<file path="src/rtl/uart_echo_ctrl_if.sv">
// UART FIFO side of the echo controller: RX pop handshake and TX push handshake.
// master = echo controller, slave = UART FIFO block.
interface uart_echo_ctrl_if #(
  parameter int DBIT = 8
);
  logic            rx_empty;
  logic [DBIT-1:0] r_data;
  logic            error;
  logic            tx_full;
  logic            rd_uart;
  logic            wr_uart;
  logic [DBIT-1:0] w_data;

  modport master (
    input  rx_empty, r_data, error, tx_full,
    output rd_uart, wr_uart, w_data
  );

  modport slave (
    output rx_empty, r_data, error, tx_full,
    input  rd_uart, wr_uart, w_data
  );
endinterface

</file>
<file path="src/rtl/uart_echo_ctrl.sv">
// UART loopback controller: pops RX words, pushes them back incremented by INC.
// Manual mode pops one word per button tick; auto mode drains RX continuously.
// Keeps saturating byte/error counters, a sticky error flag and the last word.
module uart_echo_ctrl #(
  parameter int DBIT  = 8,
  parameter int INC   = 1,
  parameter int CNT_W = 8
) (
  input  logic               clk,
  input  logic               reset,
  input  logic               mode,
  input  logic               drop_err,
  input  logic               clr,
  input  logic               btn_tick,
  uart_echo_ctrl_if.master   uart,
  output logic [DBIT-1:0]    last_data,
  output logic [CNT_W-1:0]   byte_cnt,
  output logic [CNT_W-1:0]   err_cnt,
  output logic               err_flag,
  output logic               busy
);

  localparam logic [DBIT-1:0] INC_W = DBIT'(INC);

  typedef enum logic [1:0] {
    IDLE = 2'd0,
    POP  = 2'd1,
    PUSH = 2'd2
  } state_t;

  state_t            state_q;
  logic [DBIT-1:0]   last_data_q;
  logic [CNT_W-1:0]  byte_cnt_q, byte_cnt_d;
  logic [CNT_W-1:0]  err_cnt_q,  err_cnt_d;
  logic              err_flag_q, err_flag_d;
  logic              pop;

  assign pop = (state_q == POP);

  // Transfer sequencer: trigger decision in IDLE, capture in POP, stall-able push in PUSH.
  always_ff @(posedge clk) begin
    if (reset) begin
      state_q     <= IDLE;
      last_data_q <= '0;
    end else begin
      case (state_q)
        IDLE: begin
          if (!uart.rx_empty && (mode || btn_tick)) state_q <= POP;
        end
        POP: begin
          last_data_q <= uart.r_data;
          state_q     <= (drop_err && uart.error) ? IDLE : PUSH;
        end
        PUSH: begin
          if (!uart.tx_full) state_q <= IDLE;
        end
        default: state_q <= IDLE;
      endcase
    end
  end

  // Counter next-state: clr wins over a same-cycle pop; counts stop at all-ones.
  always_comb begin
    byte_cnt_d = byte_cnt_q;
    err_cnt_d  = err_cnt_q;
    err_flag_d = err_flag_q;
    if (clr) begin
      byte_cnt_d = '0;
      err_cnt_d  = '0;
      err_flag_d = 1'b0;
    end else if (pop) begin
      if (byte_cnt_q != '1) byte_cnt_d = byte_cnt_q + 1'b1;
      if (uart.error) begin
        if (err_cnt_q != '1) err_cnt_d = err_cnt_q + 1'b1;
        err_flag_d = 1'b1;
      end
    end
  end

  // Status registers.
  always_ff @(posedge clk) begin
    if (reset) begin
      byte_cnt_q <= '0;
      err_cnt_q  <= '0;
      err_flag_q <= 1'b0;
    end else begin
      byte_cnt_q <= byte_cnt_d;
      err_cnt_q  <= err_cnt_d;
      err_flag_q <= err_flag_d;
    end
  end

  assign uart.rd_uart = pop;
  assign uart.wr_uart = (state_q == PUSH) && !uart.tx_full;
  assign uart.w_data  = last_data_q + INC_W;
  assign last_data    = last_data_q;
  assign byte_cnt     = byte_cnt_q;
  assign err_cnt      = err_cnt_q;
  assign err_flag     = err_flag_q;
  assign busy         = (state_q != IDLE);

endmodule
</file>
<file path="src/flat_wrapper.sv">
// flat-port wrapper written by rule: the top's interface ports become plain ports
module uart_echo_ctrl_flat 
#(
  parameter int DBIT  = 8,
  parameter int INC   = 1,
  parameter int CNT_W = 8
)
  (clk, reset, mode, drop_err, clr, btn_tick, last_data, byte_cnt, err_cnt, err_flag, busy, uart_rx_empty, uart_r_data, uart_error, uart_tx_full, uart_rd_uart, uart_wr_uart, uart_w_data);
  uart_echo_ctrl_if #(.DBIT(DBIT)) uart_i ();
  input  logic clk;
  input  logic reset;
  input  logic mode;
  input  logic drop_err;
  input  logic clr;
  input  logic btn_tick;
  output logic [DBIT-1:0] last_data;
  output logic [CNT_W-1:0] byte_cnt;
  output logic [CNT_W-1:0] err_cnt;
  output logic err_flag;
  output logic busy;
  input wire logic [$bits(uart_i.rx_empty)-1:0] uart_rx_empty;
  input wire logic [$bits(uart_i.r_data)-1:0] uart_r_data;
  input wire logic [$bits(uart_i.error)-1:0] uart_error;
  input wire logic [$bits(uart_i.tx_full)-1:0] uart_tx_full;
  output wire logic [$bits(uart_i.rd_uart)-1:0] uart_rd_uart;
  output wire logic [$bits(uart_i.wr_uart)-1:0] uart_wr_uart;
  output wire logic [$bits(uart_i.w_data)-1:0] uart_w_data;
  assign uart_i.rx_empty = uart_rx_empty;
  assign uart_i.r_data = uart_r_data;
  assign uart_i.error = uart_error;
  assign uart_i.tx_full = uart_tx_full;
  assign uart_rd_uart = uart_i.rd_uart;
  assign uart_wr_uart = uart_i.wr_uart;
  assign uart_w_data = uart_i.w_data;
  uart_echo_ctrl #(.DBIT(DBIT), .INC(INC), .CNT_W(CNT_W)) u_core (.clk(clk), .reset(reset), .mode(mode), .drop_err(drop_err), .clr(clr), .btn_tick(btn_tick), .uart(uart_i), .last_data(last_data), .byte_cnt(byte_cnt), .err_cnt(err_cnt), .err_flag(err_flag), .busy(busy));
endmodule
</file>
<file path="config.mk">
export PLATFORM = sky130hd
export DESIGN_NAME = uart_echo_ctrl_flat
export DESIGN_NICKNAME = d
export VERILOG_FILES = /design/src/rtl/uart_echo_ctrl_if.sv /design/src/rtl/uart_echo_ctrl.sv /design/src/flat_wrapper.sv
export SDC_FILE = /design/constraint.sdc
export NUM_CORES = 1
export LEC_CHECK = 0
export ABC_AREA = 1
export CORE_MARGIN = 2
export CORE_UTILIZATION = 43
export CTS_CLUSTER_SIZE = 20
export DETAILED_ROUTE_END_ITERATION = 7
export HOLD_SLACK_MARGIN = 0.15
export PLACE_DENSITY = 0.86
export SLEW_MARGIN = 20
export SYNTH_ARGS = -nofsm -noshare
export SYNTH_HDL_FRONTEND = slang
export SYNTH_SLANG_ARGS = --single-unit
</file>
<file path="constraint.sdc">
create_clock -name clk -period 1.65 [get_ports clk]
set_input_delay 0.2475 -clock clk [delete_from_list [all_inputs] [get_ports clk]]
set_output_delay 0.2475 -clock clk [all_outputs]
set_load 0.03 [all_outputs]
</file>
Word level (Yosys, flattened, before mapping)
Cells that the tools add are included.
W data, S select, Z words.
{ "totals": {"reg_bits": 27, "inputBits": 17, "output_inout_bits": 36, "elab_cells": 31} }
{ "classes": {"addsub": 3, "n_eq_ne": 6, "mux": 4, "reduce_logical": 13} }
{ "op_table": {"columns": ["cell", "n"], "rows": [
  ["$add A8 B1 Y8 const B", 3],
  ["$ne A8 B8 Y1 const B", 2],
  ["$mux W2", 3],
  ["$pmux W2 S3", 1],
  ["$reduce_and A2 Y1", 3],
  ["$logic_and A1 B1 Y1", 3],
  ["$reduce_and A3 Y1", 1],
  ["$eq A2 B1 Y1 const B", 1],
  ["$eq A2 B2 Y1 const B", 1],
  ["$logic_not A1 Y1", 2],
  ["$logic_not A2 Y1", 1],
  ["$ne A2 B1 Y1 const B", 1],
  ["$ne A2 B2 Y1 const B", 1],
  ["$reduce_bool A2 Y1", 1],
  ["$reduce_or A2 Y1", 1],
  ["$logic_or A1 B1 Y1", 1]
]} }

Depth between registers and ports, before layout
{ "logic_depth": {"depth_word": 4, "ltp_mapped": 8, "mapped_depth_nobuf": 8} }

Worst setup path after synthesis
Ideal clock, no wire load.
{ "synth_path": {"path_kind": "register to output", "start": "register u_core.last_data_q[1], in the netlist u_core.last_data[1]", "end": "output uart_w_data[6]", "arrival_time_ns": 1.581, "t_required_ns": 1.402, "setup_slack_ns": -0.179, "path_stages_with_launch": 5, "n_path_buf": 0, "cell_sequence": "dfxtp_1 -> ha_1 -> nand3_1 -> nor3_1 -> xor2_1"} }
{ "synth_via": {"elab_chain_cells": 1} }
{ "synth_lines": {"columns": ["element", "line_no", "rtl"], "rows": [
  ["from (decl)", "uart_echo_ctrl.sv:32", "logic [DBIT-1:0] last_data_q;"],
  ["from (signal assigned)", "uart_echo_ctrl.sv:51", "last_data_q <= uart.r_data;"],
  ["$add A8 B1 Y8", "uart_echo_ctrl.sv:95", "assign uart.w_data = last_data_q + INC_W;"],
  ["to (decl)", "flat_wrapper.sv:27", "output wire logic [$bits(uart_i.w_data)-1:0] uart_w_data;"]
]} }
Every way passes these cells.

Worst setup path in the final report
{ "layout_path": {"start": "register u_core.last_data_q[0], in the netlist u_core.last_data[0]", "end": "output uart_w_data[7]"} }
The elaborated chain is that of the path after synthesis.

==> impl_metrics.json <==
{
  "synth_largest_area_cell": "dfxtp_1",
  "yosysTopAreaCellShare": 0.3934,
  "synth_compound_area_frac": 0.09472,
  "antenna_found_initial": 0,
  "grt_pass1_vias": 1202,
  "startpoint_type": "flip-flop",
  "vias": 1438,
  "drtAntennaViolNets": 0,
  "final_common_cell": "nand2_1",
  "max_freq_mhz": 587.9,
  "synthMuxAreaShare": 0,
  "fin_nets": 273,
  "hold_buffers": 0,
  "diodes": 0,
  "dr.pass1.iters": 4,
  "drt_wl_total_um": 3404,
  "cp_data_arrival_time_ns": 1.45,
  "ios": 53,
  "violations": "negative setup slack",
  "synth_top_family_by_area": "simple AND/OR/NAND/NOR gates",
  "worstReg2RegStart": "u_core.byte_cnt[0]$_SDFFE_PP0P_",
  "synthTopCellsByArea": "dfxtp_1 39%, nand2_1 11%, nor2_1 7.1%",
  "ys.warnings.count": 0,
  "p_leak_nw": 0.9605,
  "cts.sink_count": 27,
  "dieArea_mm2": 0.003663,
  "met3_length_um": 141,
  "area_growth_pct": 53.19,
  "synth_seq_cells": 27,
  "tightest_slew_ns": 0.3411,
  "setup_violations": 2,
  "clock_skew_ns": 0.004858,
  "final_area_mm2": 0.002105,
  "layout_common_cells": "38 x nand2_1, 25 x nor2_1, 23 x dfxtp_1",
  "wl_per_cell_um": 11.50,
  "routed_via_density": 4.858,
  "globalplace.congestion": 0.8578,
  "fp.dieH_um": 60.53,
  "setup_ws_ns": -0.05090,
  "fin_cells": 296,
  "htreeDepth": 1,
  "layout-drive-gt1-share": 0.2063,
  "clock_latency_ns": 0.33,
  "fin_crit_sh": 1.031,
  "start_util": 0.4500,
  "synth_simple_gate_area_frac": 0.3643,
  "place_area_mm2": 0.001989,
  "cts_tree": "built",
  "hold_ws_ns": 0.4335,
  "crit_start": "u_core.last_data[0]$_SDFFE_PP0P_",
  "report.final.slew_viol_count": 0,
  "crit_type": "reg -> out",
  "grt_start_max_net_pins": 16,
  "port_buffers": 52,
  "fp-row-count": 20,
  "min_period_ns": 1.701,
  "gr-usage-all-layers": 0.1833,
  "synthAdderAreaFrac": 0.02732,
  "syn_inst": 188,
  "syn-num-nets": 208,
  "drt_iter0_markers": 46,
  "drc": 0,
  "path_clk_slew_ns": 0.15,
  "fillers": 256,
  "grt_pass1_wl_um": 5064,
  "holdCritStartpoint": "uart_rx_empty",
  "dpl.cell_count": 288,
  "grt_overflow_total": 0,
  "cp_data_required_time_ns": 1.40,
  "dpl.hpwl_um": 2479,
  "synth_xor_area_frac": 0.04463,
  "cp_max_fo": 4,
  "syn_avg_cell_area_um2": 7.308,
  "hp-class": "in -> reg",
  "wl_met2_um": 1701,
  "fp.dieW_um": 60.53,
  "multiInputGateArea_um2": 810.8,
  "status": "complete, but fails checks",
  "core_mm2": 0.003053,
  "ff_latch_area_um2": 553.0,
  "drv_cap": 0,
  "powerDensity_mw_per_mm2": 580.6,
  "maxSlewHeadroom": 0.7722,
  "irDropWorstVdd_mv": 0.7257,
  "cts_buffer_depth": 2,
  "yosysUniqueCellTypes": 29,
  "hold_depth": 2,
  "endpoint_kind": "output pin",
  "cts_root_buf": "clkbuf_4",
  "synth_area_mm2": 0.001374,
  "rr_worst_depth": 7,
  "numCtsBuffers": 3,
  "rsz0062_at_grt": "true",
  "synth_seq_area_share": 0.3934,
  "hold_viol": 0,
  "top_layer_used": "met4",
  "met1_length_um": 1495
}
## through the flow
step,TNS [ns],utilization,setup slack (ns),power (W)
2_1_floorplan,-0.09294,-,-0.09294,0.0008244
6_report,-0.07912,0.6893,-0.05090,0.001222
3_3_place_gp,0,0.6516,0.04398,0.0009363
5_1_grt,-0.2902,0.6893,-0.1187,0.001271
3_5_place_dp,0,0.6516,0.01037,0.0009395
4_1_cts,-0.2786,0.6758,-0.1415,0.001229
## cells in the mapped netlist
| cell | count |
|---|---|
| a211oi_1 | 4 |
| a21oi_1 | 14 |
| a31oi_1 | 2 |
| and2_1 | 1 |
| and3_1 | 1 |
| buf_2 | 2 |
| buf_6 | 2 |
| clkbuf_1 | 1 |
| dfxtp_1 | 27 |
| ha_1 | 3 |
| inv_1 | 16 |
| inv_2 | 2 |
| nand2_1 | 39 |
| nand2_2 | 4 |
| nand2_4 | 3 |
| nand3_1 | 14 |
| nand3_2 | 1 |
| nand3b_1 | 3 |
| nand4_1 | 5 |
| nor2_1 | 26 |
| nor2_2 | 3 |
| nor2_4 | 1 |
| nor3_1 | 3 |
| nor4_1 | 1 |
| o21a_1 | 1 |
| o21ai_0 | 1 |
| o21ai_1 | 1 |
| xnor2_1 | 1 |
| xor2_1 | 6 |
## power breakdown
part           switching, W  internal [W]  total, W
Clock              0.000202     0.0000913  0.000294
Combinational      0.000141      0.000105  0.000246
Sequential        0.0000160      0.000666  0.000682
## cells by family after synthesis
family,after synthesis
and+or+nand+nor,105
DFF,27
AOI/OAI and AO/OA,23
buffers and inverters,23
xor gates and xnor gates,7
adders and majority gates,3
## sequential cells by signal (all words and copies together) (netlist names)
| name | flops |
|---|---|
| u_core.err_cnt | 8 |
| u_core.byte_cnt | 8 |
| u_core.last_data | 8 |
| u_core.state_q | 2 |
| u_core.err_flag | 1 |
## critical path: stages, from the launching register on
cell	delay, ns
dfxtp_4	0.41
nand3_4	0.09
nor2_4	0.09
nand4_1	0.17
xnor2_2	0.21
buf_6	0.15
## final cells by class
| class | count | area share |
|---|---|---|
| Clock inverter | 1 | 0.002378 |
| Clock buffer | 3 | 0.01070 |
| Multi-Input combinational cell | 138 | 0.3853 |
| Timing Repair Buffer | 65 | 0.2794 |
| Sequential cell | 27 | 0.2628 |
| Tap cell | 44 | 0.02616 |
| Inverter | 18 | 0.03329 |
## metal layers
metal / GRT usage / up-vias
met5: 0 / -
met4: 0.05590 / 0
met3: 0.04691 / 6
met2: 0.3043 / 39
met1: 0.2361 / 649
li1: - / 744
## repair_timing
item	4_1_cts	5_1_grt
setup buffers	2	2
setup endpoints to repair	30	10
pin swaps	3	8
gates resized for setup	44	15
## path summary, 6_finish.rpt
path	to	slack, ns
worst max register to register	u_core.byte_cnt[4]$_SDFFE_PP0P_	0.27
worst min-delay path	u_core.state_q[0]$_SDFFE_PP0P_	0.43
worst max-delay path	uart_w_data[7]	-0.05
worst min register to register	u_core.err_flag$_SDFFE_PP0P_	0.50
Note: power is estimated with default switching activity, not from simulation.
